==> src/rtl/dbg_entry_ctrl.sv <==
// rtl/dbg_entry_ctrl.sv - debug-mode entry/exit controller: halt cause capture, pipeline drain, resume handshake
module dbg_entry_ctrl #(
  parameter int ADDR_WIDTH = 32,
  parameter int DATA_WIDTH = 32
) (
  input  logic                  cpu_clk,
  input  logic                  cpu_rst,
  input  logic                  breakpoint,
  input  logic                  ebreak_ex,
  input  logic                  dcsr_ebreakm,
  input  logic                  dcsr_step,
  input  logic                  haltreq,
  input  logic                  resumereq,
  input  logic                  instr_retire,
  input  logic                  pipe_idle,
  input  logic [ADDR_WIDTH-1:0] pc_ex,
  input  logic [ADDR_WIDTH-1:0] pc_next,
  input  logic                  dpc_wr_en,
  input  logic [DATA_WIDTH-1:0] dpc_wr_data,
  output logic                  dbg_mode,
  output logic                  halted,
  output logic                  pipe_flush,
  output logic                  pipe_stall,
  output logic [ADDR_WIDTH-1:0] dpc,
  output logic [2:0]            dcsr_cause,
  output logic                  resume_valid,
  output logic [ADDR_WIDTH-1:0] resume_pc,
  output logic                  resumeack
);

  typedef enum logic [1:0] {RUN, DRAIN, HALTED, RESUME} state_t;

  state_t                state, state_next;
  logic                  step_armed, step_armed_next;
  logic [ADDR_WIDTH-1:0] dpc_next;
  logic [2:0]            cause_next;
  logic                  entry;
  logic                  in_debug_next;

  always_comb begin
    state_next      = state;
    step_armed_next = step_armed;
    dpc_next        = dpc;
    cause_next      = dcsr_cause;
    entry           = 1'b0;
    case (state)
      RUN: begin
        // trigger/ebreak did not execute, so dpc points at them; haltreq/step resume at the next pc
        if (breakpoint && !dbg_mode) begin
          entry      = 1'b1;
          cause_next = 3'd2;
          dpc_next   = pc_ex;
        end else if (ebreak_ex && dcsr_ebreakm && !dbg_mode) begin
          entry      = 1'b1;
          cause_next = 3'd1;
          dpc_next   = pc_ex;
        end else if (haltreq) begin
          entry      = 1'b1;
          cause_next = 3'd3;
          dpc_next   = pc_next;
        end else if (step_armed && instr_retire) begin
          entry      = 1'b1;
          cause_next = 3'd4;
          dpc_next   = pc_next;
        end
        if (entry) begin
          state_next      = DRAIN;
          step_armed_next = 1'b0;
        end
      end
      DRAIN: begin
        if (pipe_idle) state_next = HALTED;
      end
      HALTED: begin
        if (dpc_wr_en) dpc_next = dpc_wr_data[ADDR_WIDTH-1:0];
        if (resumereq && !haltreq) state_next = RESUME;
      end
      RESUME: begin
        state_next      = RUN;
        step_armed_next = dcsr_step;
      end
      default: state_next = RUN;
    endcase
  end

  assign in_debug_next = (state_next == HALTED) || (state_next == RESUME);

  always_ff @(posedge cpu_clk) begin
    if (cpu_rst) begin
      state        <= RUN;
      step_armed   <= 1'b0;
      dpc          <= '0;
      dcsr_cause   <= 3'd0;
      dbg_mode     <= 1'b0;
      halted       <= 1'b0;
      pipe_flush   <= 1'b0;
      pipe_stall   <= 1'b0;
      resume_valid <= 1'b0;
      resumeack    <= 1'b0;
    end else begin
      state        <= state_next;
      step_armed   <= step_armed_next;
      dpc          <= dpc_next;
      dcsr_cause   <= cause_next;
      dbg_mode     <= in_debug_next;
      halted       <= in_debug_next;
      pipe_flush   <= entry;
      pipe_stall   <= (state_next != RUN);
      resume_valid <= (state_next == RESUME);
      resumeack    <= (state_next == RESUME);
    end
  end

  assign resume_pc = dpc;

endmodule

==> config.mk <==
export PLATFORM = sky130hd
export DESIGN_NAME = dbg_entry_ctrl
export DESIGN_NICKNAME = d
export VERILOG_FILES = /design/src/rtl/dbg_entry_ctrl.sv
export SDC_FILE = /design/constraint.sdc
export NUM_CORES = 1
export LEC_CHECK = 0
export ABC_AREA = 0
export CORE_MARGIN = 3
export CORE_UTILIZATION = 25
export CTS_BUF_LIST = sky130_fd_sc_hd__clkbuf_8 sky130_fd_sc_hd__clkbuf_16
export DETAILED_ROUTE_END_ITERATION = 10
export PLACE_DENSITY = 0.62
export SLEW_MARGIN = 30
export SYNTH_ARGS = -nofsm -noshare
export SYNTH_HDL_FRONTEND = slang
export SYNTH_SLANG_ARGS = --single-unit
export TNS_END_PERCENT = 5
==> constraint.sdc <==
create_clock -name cpu_clk -period 1.65 [get_ports cpu_clk]
set_input_delay 0.33 -clock cpu_clk [delete_from_list [all_inputs] [get_ports cpu_clk]]
set_output_delay 0.33 -clock cpu_clk [all_outputs]
set_load 0.005 [all_outputs]
# Yosys cells after proc, flatten, opt, wreduce, memory -nomap -nowiden
# Cells that the tools add are included.
word_totals:
  register_bits: 42
  in_bits: 107
  out_inout_bits: 73
  elab_cells: 55
classes:
  n_eq_ne: 8
  n_mux: 21
  bitwise: 1
  reduce_logical: 17
ops:
  columns: ["cell", "count"]
  rows:
  - ["two-way mux 32 bit", 5]
  - ["case mux 32 bit (2 select lines)", 1]
  - ["two-way mux 3 bit", 4]
  - ["== test 2 bit, second input constant", 4]
  - ["case mux 2 bit (4 select lines)", 1]
  - ["two-way mux 1 bit", 6]
  - ["two-way mux 2 bit", 3]
  - ["nonzero test 2 bit", 3]
  - ["logical AND 1 bit", 5]
  - ["!= test 5 bit, second input constant", 1]
  - ["!= test 2 bit, second input constant", 2]
  - ["AND reduction 2 bit", 2]
  - ["nonzero test 4 bit", 1]
  - ["AND reduction 3 bit", 1]
  - ["== test 2 x 1 -> 1 bit, second input constant", 1]
  - ["logical NOT 1 bit", 2]
  - ["logical NOT 2 bit", 1]
  - ["case mux 1 bit (2 select lines)", 1]
  - ["OR reduction 2 bit", 1]
  - ["logical OR 1 bit", 1]
  - ["inverter 1 bit", 1]

# Longest topological paths before layout
# Gate-level depths: netlist of run 1.
logic_depth:
  ltp_word: 10
  ltp_mapped: 6

# Worst setup path before layout of run 1
# OpenSTA, ideal clock, no wires.
synth_path:
  kind: "register to register"
  start: "register halted (netlist name)"
  end: "register dpc[10]"
  arrival_ps: 1269
  required_time_ps: 1533
  slack_ps: 264
  stages_incl_launch_ff: 7
  path_buffers: 2
  cell_sequence: "dfxtp_1 -> buf_2 -> clkinv_1 -> clkbuf_1 -> nand3_1 -> nand3_1 -> a32o_1"
synth_lines:
  columns: ["item", "line", "source"]
  rows:
  - ["to (signal assigned)", "103", "dpc <= dpc_next;"]
  - ["to (decl)", "24", "output logic [ADDR_WIDTH-1:0] dpc,"]

# Worst setup path in the final report of run 1
layout_path:
  start: "input port instr_retire"
  end: "register dpc[31]"
layout_via:
  elab_chain_len: 3
layout_rtl:
  columns: ["item", "line", "source"]
  rows:
  - ["from (decl)", "14", "input logic instr_retire,"]
  - ["logical AND 1 bit", "61", "end else if (step_armed && instr_retire) begin"]
  - ["!= test 5 bit (no source line)", null, null]
  - ["AND reduction 3 bit (no source line)", null, null]
# No other way between the ends.
# A chain may end at the register's enable or synchronous reset.

==> results of run 1 <==
-- layer usage --
layer | global-route usage, % | vias up | wire length [um]
met5 | 0 | - | 0
met4 | 4.47 | 0 | 186
li1 | - | 1381 | -
met3 | 2.83 | 13 | 577
met2 | 27.8 | 106 | 4770
met1 | 18.5 | 1332 | 3800
-- through the flow --
stage	worst slack (ps)	hold slack [ps]	power, mW
after floorplan	264	489	1.90
after global placement	-251	476	2.63
after detailed placement	-305	481	2.64
after CTS	17.3	501	3.35
after global routing	-4.02	529	3.49
final	55.6	496	3.29
-- placed cells by master, fill, tap and decap left out, drive strengths merged, types with 2 or more instances in the layout --
master	instances
a21oi	10
a31oi	2
a32o	32
buf	20
clkbuf	6
clkdlybuf4s50	176
clkinv	2
dfxtp	42
dlymetal6s2s	3
inv	5
nand2	2
nand2b	2
nand3	67
nor2	3
nor2b	3
o211ai	2
o21ai	36
or2	33
-- cells in the mapped netlist, drive strengths merged --
master	count	share of area [%]
a31oi	2	0.49
nor2	3	0.44
buf	49	14
a211oi	1	0.30
a32o	32	13
a211o	1	0.35
nand3	67	13
a311oi	1	0.35
a21oi	10	3.2
clkinv	1	0.15
a21boi	1	0.30
and3b	1	0.35
inv	4	0.59
nand2b	2	0.59
nor2b	3	0.74
nand2	2	0.30
clkbuf	13	1.9
or2	33	8.2
o21ai	36	7.1
o211ai	2	0.79
dfxtp	42	33
a21o	1	0.35
o32ai	1	0.35
-- cell families (layout without fill, tap and decap cells) --
kind of cell | after synthesis | count (layout) | synth area share [%]
buffers and inverters | 67 | 212 | 16.8
AND/OR/NAND/NOR | 111 | 111 | 23.8
AO/OA/AOI/OAI | 88 | 88 | 26.2
flip-flops | 42 | 42 | 33.2
-- state kept, by name, summed over array words and instances, names as in the netlist --
register    count
dcsr_cause      3
dpc            32
halted          1
pipe_flush      1
pipe_stall      1
resumeack       1
state           2
step_armed      1
-- power groups by stage --
| stage | logic [mW] | registers, mW | clock network, mW |
|---|---|---|---|
| after floorplan | 0.628 | 1.28 | 0 |
| after global placement | 1.35 | 1.28 | 0 |
| after detailed placement | 1.36 | 1.28 | 0 |
| after CTS | 1.37 | 1.26 | 0.723 |
| after global routing | 1.46 | 1.28 | 0.754 |
| final | 1.35 | 1.26 | 0.683 |
-- worst max path at each step --
| stage | from | to | cells after the start |
|---|---|---|---|
| finish | instr_retire | dpc[31] | 6 |
| global route | instr_retire | dpc[31] | 6 |
| CTS | halted | halted | 1 |
| detailed placement | ebreak_ex | dcsr_cause[1] | 6 |
| global placement | ebreak_ex | dpc[31] | 6 |
| floorplan | halted | dpc[10] | 6 |
-- worst max-delay path: stages --
cell	delay [ps]
clkdlybuf4s50_1	480
a21oi_4	200
o211ai_2	110
and3b_1	180
buf_4	200
a32o_1	270
-- cell type report --
| cell class | count | area [um^2] |
|---|---|---|
| fill | 1014 | 5430 |
| clock buffer | 6 | 82.6 |
| sequential | 42 | 845 |
| multi-input combinational | 199 | 1270 |
| inverter | 5 | 18.8 |
| timing repair buffer | 199 | 2000 |
| clock inverter | 2 | 8.76 |
| tap | 133 | 166 |
==> results.sh, run 1 <==
export IMPL_clk_latency_ps=290
export IMPL_synth_nets=415
export IMPL_holdPathEnd="dpc[30]"
export IMPL_crit_path_max_fanout=18
export IMPL_stdcell_area_mm2=0.00439
export IMPL_gp_congestion=0.787
export IMPL_r2r_end="dpc[16]"
export IMPL_pwr_share_clk_pct=20.7
export IMPL_post_cts_setup_buffers=0
export IMPL_hold_class="flip-flop to flip-flop"
export IMPL_final_nets=559
export IMPL_power_switching_mw=0.937
export IMPL_tritoncts="yes"
export IMPL_yosys_warnings=0
export IMPL_rows=36
export IMPL_cts_sinks=42
export IMPL_grt_max_degree=35
export IMPL_wl_um=9330
export IMPL_worstReg2RegStart="state[1]"
export IMPL_slew_headroom_pct=75.8
export IMPL_cts_clk_slew_worst_paths_ps=80
export IMPL_critical_path_class="input pin to flip-flop"
export IMPL_ctsHoldBuffers=0
export IMPL_syn2layout_area_growth_pct=73.4
export IMPL_yosysSeqAreaShare_pct=33.2
export IMPL_num_io_pins=180
export IMPL_fin_crit_ps=1590
export IMPL_max_slew_worst_pin_slew_ps=361
export IMPL_ys_ff_latch=42
export IMPL_powerDensity_mw_per_mm2=750
export IMPL_numCtsBuffers=5
export IMPL_die_w_um=107
export IMPL_die_area_mm2=0.0114
export IMPL_cts_resized_gates=2
export IMPL_swShare_pct=28.5
export IMPL_endpoint_kind="flip-flop"
export IMPL_drc_errors=0
export IMPL_p_int_mw=2.36
export IMPL_numPortBuffers=179
export IMPL_grt_pass1_wl_um=14200
export IMPL_crit_arrival_ps=1770
export IMPL_grt_pass1_vias=2801
export IMPL_reg2reg_depth=4
export IMPL_coreArea_mm2=0.00982
export IMPL_cp_start_kind="input pin"
export IMPL_grt_overflow_total=0
export IMPL_netlist_instances=308
export IMPL_setup_viol=0
export IMPL_antennaDiodeCount=0
export IMPL_fin_cells=586
export IMPL_drive_gt1_share_pct=15.0
export IMPL_dpl_hpwl_um=7240
export IMPL_period_share_pct=96.6
export IMPL_clockRootBuffer="clkbuf_8"
export IMPL_ys_types=29
export IMPL_finClkSkew_ps=9.06
export IMPL_utilization_pct=44.7
export IMPL_vdd_drop_max_uv=387
export IMPL_die_y_um=107
export IMPL_clock_fmax_mhz=627
export IMPL_drv_cap=0
export IMPL_status="finished clean"
export IMPL_seq_power_share_pct=38.2
export IMPL_h_tree_depth=2
export IMPL_grt_usage_pct=15.4
export IMPL_rrSetupSlack_ps=160
export IMPL_slew_viol_final=0
export IMPL_finalSetupTns_ps=0
export IMPL_hp_start="dpc[30]"
export IMPL_dp_cells=578
export IMPL_clockBufferDepth=2
export IMPL_p_comb_share_pct=41.0
export IMPL_syn_area_mm2=0.00253
export IMPL_postPlaceCellArea_mm2=0.00428
export IMPL_min_delay_path_depth=1
export IMPL_syn_avg_cell_area_um2=8.22
export IMPL_final_hold_viol_count=0
export IMPL_required_ps=1830
export IMPL_antenna_found_initial=0
export IMPL_grt_setup_unrepaired="true"
export IMPL_viasPerCell=4.83
export IMPL_drtIter0Drc=125
export IMPL_firstDrtPassIters=4
export IMPL_p_leak_nw=1.64
export IMPL_antenna_left=0
export IMPL_wl_per_cell_um=15.9
export IMPL_vias=2832
export IMPL_initial_utilization_pct=25.8
(Power assumes the default switching activity.)
==> run 2, diff against run 1 <==
- CORE_UTILIZATION: 25 -> 35
- PLACE_DENSITY: 0.62 -> 0.82
==> run 2 against run 1 <==
  * Die area fell by 27%
  * Cell count fell by 6.0%
  * Flip-flop and latch count did not move
  * Design area rose by 0.54%
  * Non-clock buffer count rose by 2
  * Clock skew fell by 4.2 ps
  * Maximum frequency fell by 1.2%
  * Hold slack got worse by 1.2 ps
  * Routed wire length fell by 4.6%
==> results.sh, run 2 (synthesis gave the netlist of run 1 again) <==
export IMPL_r2r_end="dpc[27]"
export IMPL_die_w_um=91.1
export IMPL_h_tree_depth=2
export IMPL_wl_per_cell_um=16.2
export IMPL_post_cts_setup_buffers=0
export IMPL_power_switching_mw=0.953
export IMPL_syn2layout_area_growth_pct=74.3
export IMPL_reg2reg_depth=4
export IMPL_largest_register_ffs=32
export IMPL_min_delay_path_depth=1
export IMPL_vias=2894
export IMPL_cp_start_kind="input pin"
export IMPL_p_int_mw=2.47
export IMPL_drtIter0Drc=108
export IMPL_wl_um=8900
export IMPL_antenna_found_initial=0
export IMPL_fin_crit_ps=1610
export IMPL_utilization_pct=63.9
export IMPL_drv_cap=0
export IMPL_grt_pass1_vias=2787
export IMPL_endpoint="dpc[17]"
export IMPL_grt_setup_unrepaired="false"
export IMPL_grt_overflow_total=0
export IMPL_gp_congestion=0.811
export IMPL_slew_viol_final=0
export IMPL_crit_path_max_fanout=22
export IMPL_dpl_hpwl_um=6760
export IMPL_seq_power_share_pct=36.7
export IMPL_p_comb_share_pct=40.2
export IMPL_finalSetupTns_ps=0
export IMPL_final_nets=561
export IMPL_critical_path_class="input pin to flip-flop"
export IMPL_final_cell_mix="clkdlybuf4s50_1 (178), nand3_1 (67), dfxtp_1 (41)"
export IMPL_top_regs="dpc: 32 flops, dcsr_cause: 3 flops, state: 2 flops"
export IMPL_gr_usage_met3_pct=4.89
export IMPL_die_y_um=91.1
export IMPL_antennaDiodeCount=0
export IMPL_slew_headroom_pct=72.6
export IMPL_rows=30
export IMPL_clockRootBuffer="clkbuf_8"
export IMPL_endpoint_kind="flip-flop"
export IMPL_pwr_share_clk_pct=23.0
export IMPL_p_leak_nw=1.65
export IMPL_final_common_cell="clkdlybuf4s50_1"
export IMPL_finalPower_mw=3.43
export IMPL_grt_max_degree=35
export IMPL_use_met2_pct=38.9
export IMPL_coreArea_mm2=0.00691
export IMPL_critPathLaunch="dcsr_ebreakm"
export IMPL_required_ps=1830
export IMPL_largest_register="dpc"
export IMPL_hold_class="flip-flop to flip-flop"
export IMPL_rrSetupSlack_ps=180
export IMPL_firstDrtPassIters=4
export IMPL_status="finished clean"
export IMPL_clock_fmax_mhz=620
export IMPL_powerDensity_mw_per_mm2=777
export IMPL_numCtsBuffers=5
export IMPL_max_slew_worst_pin_slew_ps=406
export IMPL_grt_pass1_wl_um=13800
export IMPL_num_io_pins=180
export IMPL_numPortBuffers=179
export IMPL_viasPerCell=5.25
export IMPL_vdd_drop_max_uv=417
export IMPL_dp_cells=543
export IMPL_drc_errors=0
export IMPL_clk_latency_ps=290
export IMPL_die_area_mm2=0.00829
export IMPL_finClkSkew_ps=4.86
export IMPL_grt_util_met1_pct=22.6
export IMPL_swShare_pct=27.8
export IMPL_drive_gt1_share_pct=15.6
export IMPL_setup_viol=0
export IMPL_grt_most_used_layer="met2"
export IMPL_cts_sinks=42
export IMPL_initial_utilization_pct=36.7
export IMPL_worstReg2RegStart="state[1]"
export IMPL_grt_usage_pct=20.4
export IMPL_period_share_pct=97.8
export IMPL_crit_arrival_ps=1790
export IMPL_cts_clk_slew_worst_paths_ps=80
export IMPL_tritoncts="yes"
export IMPL_fin_cells=551
export IMPL_final_hold_viol_count=0
export IMPL_clockBufferDepth=2
export IMPL_antenna_left=0
run 2: cell count changes in the layout (fill, tap and decap cells not counted), moves of 2 or more:
cell             before  now
clkdlybuf4s50_1     176  178
buf_12                4    7
clkbuf_8              6    8
dlymetal6s2s_1        3    1
run 2: layout make-up:
class | instances | area, um^2
Fill cell | 599 | 2490
Timing Repair Buffer | 201 | 2050
Multi-Input combinational cell | 199 | 1270
Tap cell | 96 | 120
Inverter | 5 | 18.8
Clock buffer | 8 | 110
Sequential cell | 42 | 845
run 2: metal layers:
metal  share of wire, %  vias to the layer above
li1                   -                     1382
met1                 39                     1380
met2                 53                      121
met3                7.1                       11
met4                1.2                        0
met5                  0                        -
run 2: power groups by stage:
stage	registers, mW	logic, mW	clock network [mW]
2_1_floorplan	1.28	0.628	0
3_3_place_gp	1.28	1.37	0
3_5_place_dp	1.28	1.38	0
4_1_cts	1.26	1.39	0.810
5_1_grt	1.28	1.49	0.847
6_report	1.26	1.38	0.789
run 2: repair_timing:
action / in CTS / in global routing
pin swaps: 0 / 0
resized for setup: 1 / 2
endpoints found under the setup margin: 2 / 30
hold buffers: 0 / 0
cloned: 0 / 0
run 2: per-stage QoR:
stage               area [um^2]  setup WS (ps)  hold slack (ps)
floorplan                  2530            264              489
global placement           4300           -249              473
detailed placement         4300           -291              479
CTS                        4410           20.1              500
global route               4410           6.23              514
finish                     4410           36.9              495
run 2: how the worst min path moves through the flow:
stage | slack (ps) | end | from
2_1_floorplan | 490 | dpc[0] | dpc[0]
3_3_place_gp | 470 | dpc[18] | dpc[18]
3_5_place_dp | 480 | dpc[8] | dpc[8]
4_1_cts | 500 | dpc[8] | dpc[8]
5_1_grt | 510 | dpc[9] | dpc[9]
6_report | 500 | dpc[8] | dpc[8]
run 2: critical path: stages:
cell             delay (ps)
clkdlybuf4s50_1         470
buf_4                   160
a21o_2                  220
buf_12                  170
nand3_1                  80
nand3_1                  90
a32o_1                  260
==> run 3, diff against run 2 <==
- CAP_MARGIN: default -> 0
- SKIP_LAST_GASP: default -> 1
==> run 3 against run 2 <==
  * Global-route usage did not move
  * Register-to-register slack barely moved
  * First-iteration DRC count rose by 5.6%
  * Maximum frequency barely moved
  * Worst setup slack got worse by 1.0 ps
  * Non-clock buffer count did not move
  * Sequential power barely moved
  * Die area did not move
  * Largest cell class unchanged
==> results.sh, run 3 (synthesis gave the netlist of run 1 again) <==
export IMPL_status="finished clean"
export IMPL_fin_cells=551
export IMPL_n_fill_cell=597
export IMPL_max_slew_worst_pin_slew_ps=406
export IMPL_grt_setup_unrepaired="true"
export IMPL_clockBufferDepth=2
export IMPL_cp_start_kind="input pin"
export IMPL_crit_path_max_fanout=12
export IMPL_worstReg2RegStart="state[1]"
export IMPL_antenna_found_initial=0
export IMPL_setup_viol=0
export IMPL_utilization_pct=63.9
export IMPL_crit_arrival_ps=1800
export IMPL_drv_cap=0
export IMPL_antenna_left=0
export IMPL_wl_um=8890
export IMPL_die_area_mm2=0.00829
export IMPL_cts_clk_slew_worst_paths_ps=80
export IMPL_numPortBuffers=179
export IMPL_vias=2901
export IMPL_p_comb_share_pct=40.2
export IMPL_drtIter0Drc=114
export IMPL_final_hold_viol_count=0
export IMPL_cts_sinks=42
export IMPL_slew_headroom_pct=72.6
export IMPL_crit_chain="clkdlybuf4s50_1 > a21oi_4 > o211ai_2 > and3b_1 > buf_4 > a32o_1"
export IMPL_largest_register="dpc"
export IMPL_final_cell_mix="clkdlybuf4s50_1 (178), nand3_1 (67), dfxtp_1 (41)"
export IMPL_finClkSkew_ps=5.08
export IMPL_postPlaceCellArea_mm2=0.00430
export IMPL_grt_max_degree=35
export IMPL_p_int_mw=2.48
export IMPL_finalSetupTns_ps=0
export IMPL_powerDensity_mw_per_mm2=777
export IMPL_endpoint_kind="flip-flop"
export IMPL_viasPerCell=5.26
export IMPL_initial_utilization_pct=36.7
export IMPL_die_w_um=91.1
export IMPL_min_delay_path_depth=1
export IMPL_critPathLaunch="instr_retire"
export IMPL_tritoncts="yes"
export IMPL_h_tree_depth=2
export IMPL_grt_pass1_wl_um=13800
export IMPL_drc_errors=0
export IMPL_final_nets=561
export IMPL_clock_fmax_mhz=620
export IMPL_slew_viol_final=0
export IMPL_swShare_pct=27.8
export IMPL_grt_pass1_vias=2787
export IMPL_power_switching_mw=0.952
export IMPL_drive_gt1_share_pct=15.6
export IMPL_hp_start="dpc[8]"
export IMPL_critical_path_class="input pin to flip-flop"
export IMPL_dp_cells=543
export IMPL_numCtsBuffers=5
export IMPL_dpl_hpwl_um=6760
export IMPL_r2r_end="dpc[27]"
export IMPL_grt_overflow_total=0
export IMPL_vdd_drop_max_uv=417
export IMPL_seq_power_share_pct=36.8
export IMPL_holdPathEnd="dpc[8]"
export IMPL_rrSetupSlack_ps=190
export IMPL_p_leak_nw=1.65
export IMPL_die_y_um=91.1
export IMPL_firstDrtPassIters=4
export IMPL_reg2reg_depth=4
export IMPL_critical_path_buf_inv_count=2
export IMPL_stdcell_area_mm2=0.00441
export IMPL_coreArea_mm2=0.00691
export IMPL_largest_register_ffs=32
export IMPL_grt_usage_pct=20.4
export IMPL_num_io_pins=180
export IMPL_wl_per_cell_um=16.1
export IMPL_syn2layout_area_growth_pct=74.2
export IMPL_clk_latency_ps=290
export IMPL_gp_congestion=0.811
export IMPL_period_share_pct=97.8
export IMPL_fin_crit_ps=1610
export IMPL_critPathTopFamily="buffers and inverters"
export IMPL_hold_class="flip-flop to flip-flop"
export IMPL_clockRootBuffer="clkbuf_8"
export IMPL_final_common_cell="clkdlybuf4s50_1"
export IMPL_crit_slowest_cell="clkdlybuf4s50_1"
export IMPL_cpPeakStageDelay_ps=490
export IMPL_ctsHoldBuffers=0
export IMPL_antennaDiodeCount=0
export IMPL_finalPower_mw=3.43
export IMPL_top_regs="dpc: 32 flops, dcsr_cause: 3 flops, state: 2 flops"
export IMPL_pwr_share_clk_pct=23.0
export IMPL_required_ps=1840
export IMPL_rows=30
==> run 3: cell counts in the layout (fill, tap and decap cells not counted) <==
No cell type changed its count.
==> run 3: metal layers <==
metal  up-vias  global-route usage (%)  part of all wire (%)
li1       1382                       -                     -
met1      1386                    22.6                    39
met2       122                    38.9                    53
met3        11                    4.89                   7.0
met4         0                    4.40                   1.2
met5         -                       0                     0
==> run 3: how the worst max path moves through the flow <==
stage | endpoint | slack [ps] | depth (start not counted)
after floorplan | dpc[10] | 260 | 6
after global placement | dpc[2] | -250 | 6
after detailed placement | dpc[17] | -290 | 7
after CTS | dpc[17] | 20 | 7
after global routing | halted | -10 | 1
final | dpc[30] | 40 | 6
==> run 3: through the flow <==
step           setup WS [ps]  hold WS [ps]
2_1_floorplan            264           489
3_3_place_gp            -249           473
3_5_place_dp            -291           479
4_1_cts                 20.1           500
5_1_grt                -12.2           514
6_report                35.9           495
==> run 3: what timing repair did <==
item	4_1_cts	5_1_grt
gates resized for setup	1	1
endpoints found under the hold margin	0	0
setup buffers	0	0
endpoints found under the setup margin	2	30
==> run 3: power groups by stage <==
stage               sequential, mW  combinational, mW  clock [mW]
CTS                           1.26               1.39       0.810
detailed placement            1.28               1.38           0
floorplan                     1.28              0.628           0
global placement              1.28               1.37           0
global route                  1.28               1.48       0.848
finish                        1.26               1.38       0.788
==> run 3: worst reg2reg max path: stages, from the launching register on <==
cell      delay, ps
dfxtp_1         470
nand2b_2        150
buf_12          180
or2_2           300
a32o_1          260
==> run 3: final cells by class <==
class	count	area, um^2	area share (%)
Tap cell	96	120	2.72
Inverter	5	18.8	0.425
Timing Repair Buffer	201	2050	46.4
Sequential cell	42	842	19.1
Multi-Input combinational cell	199	1270	28.9
Clock buffer	8	110	2.50
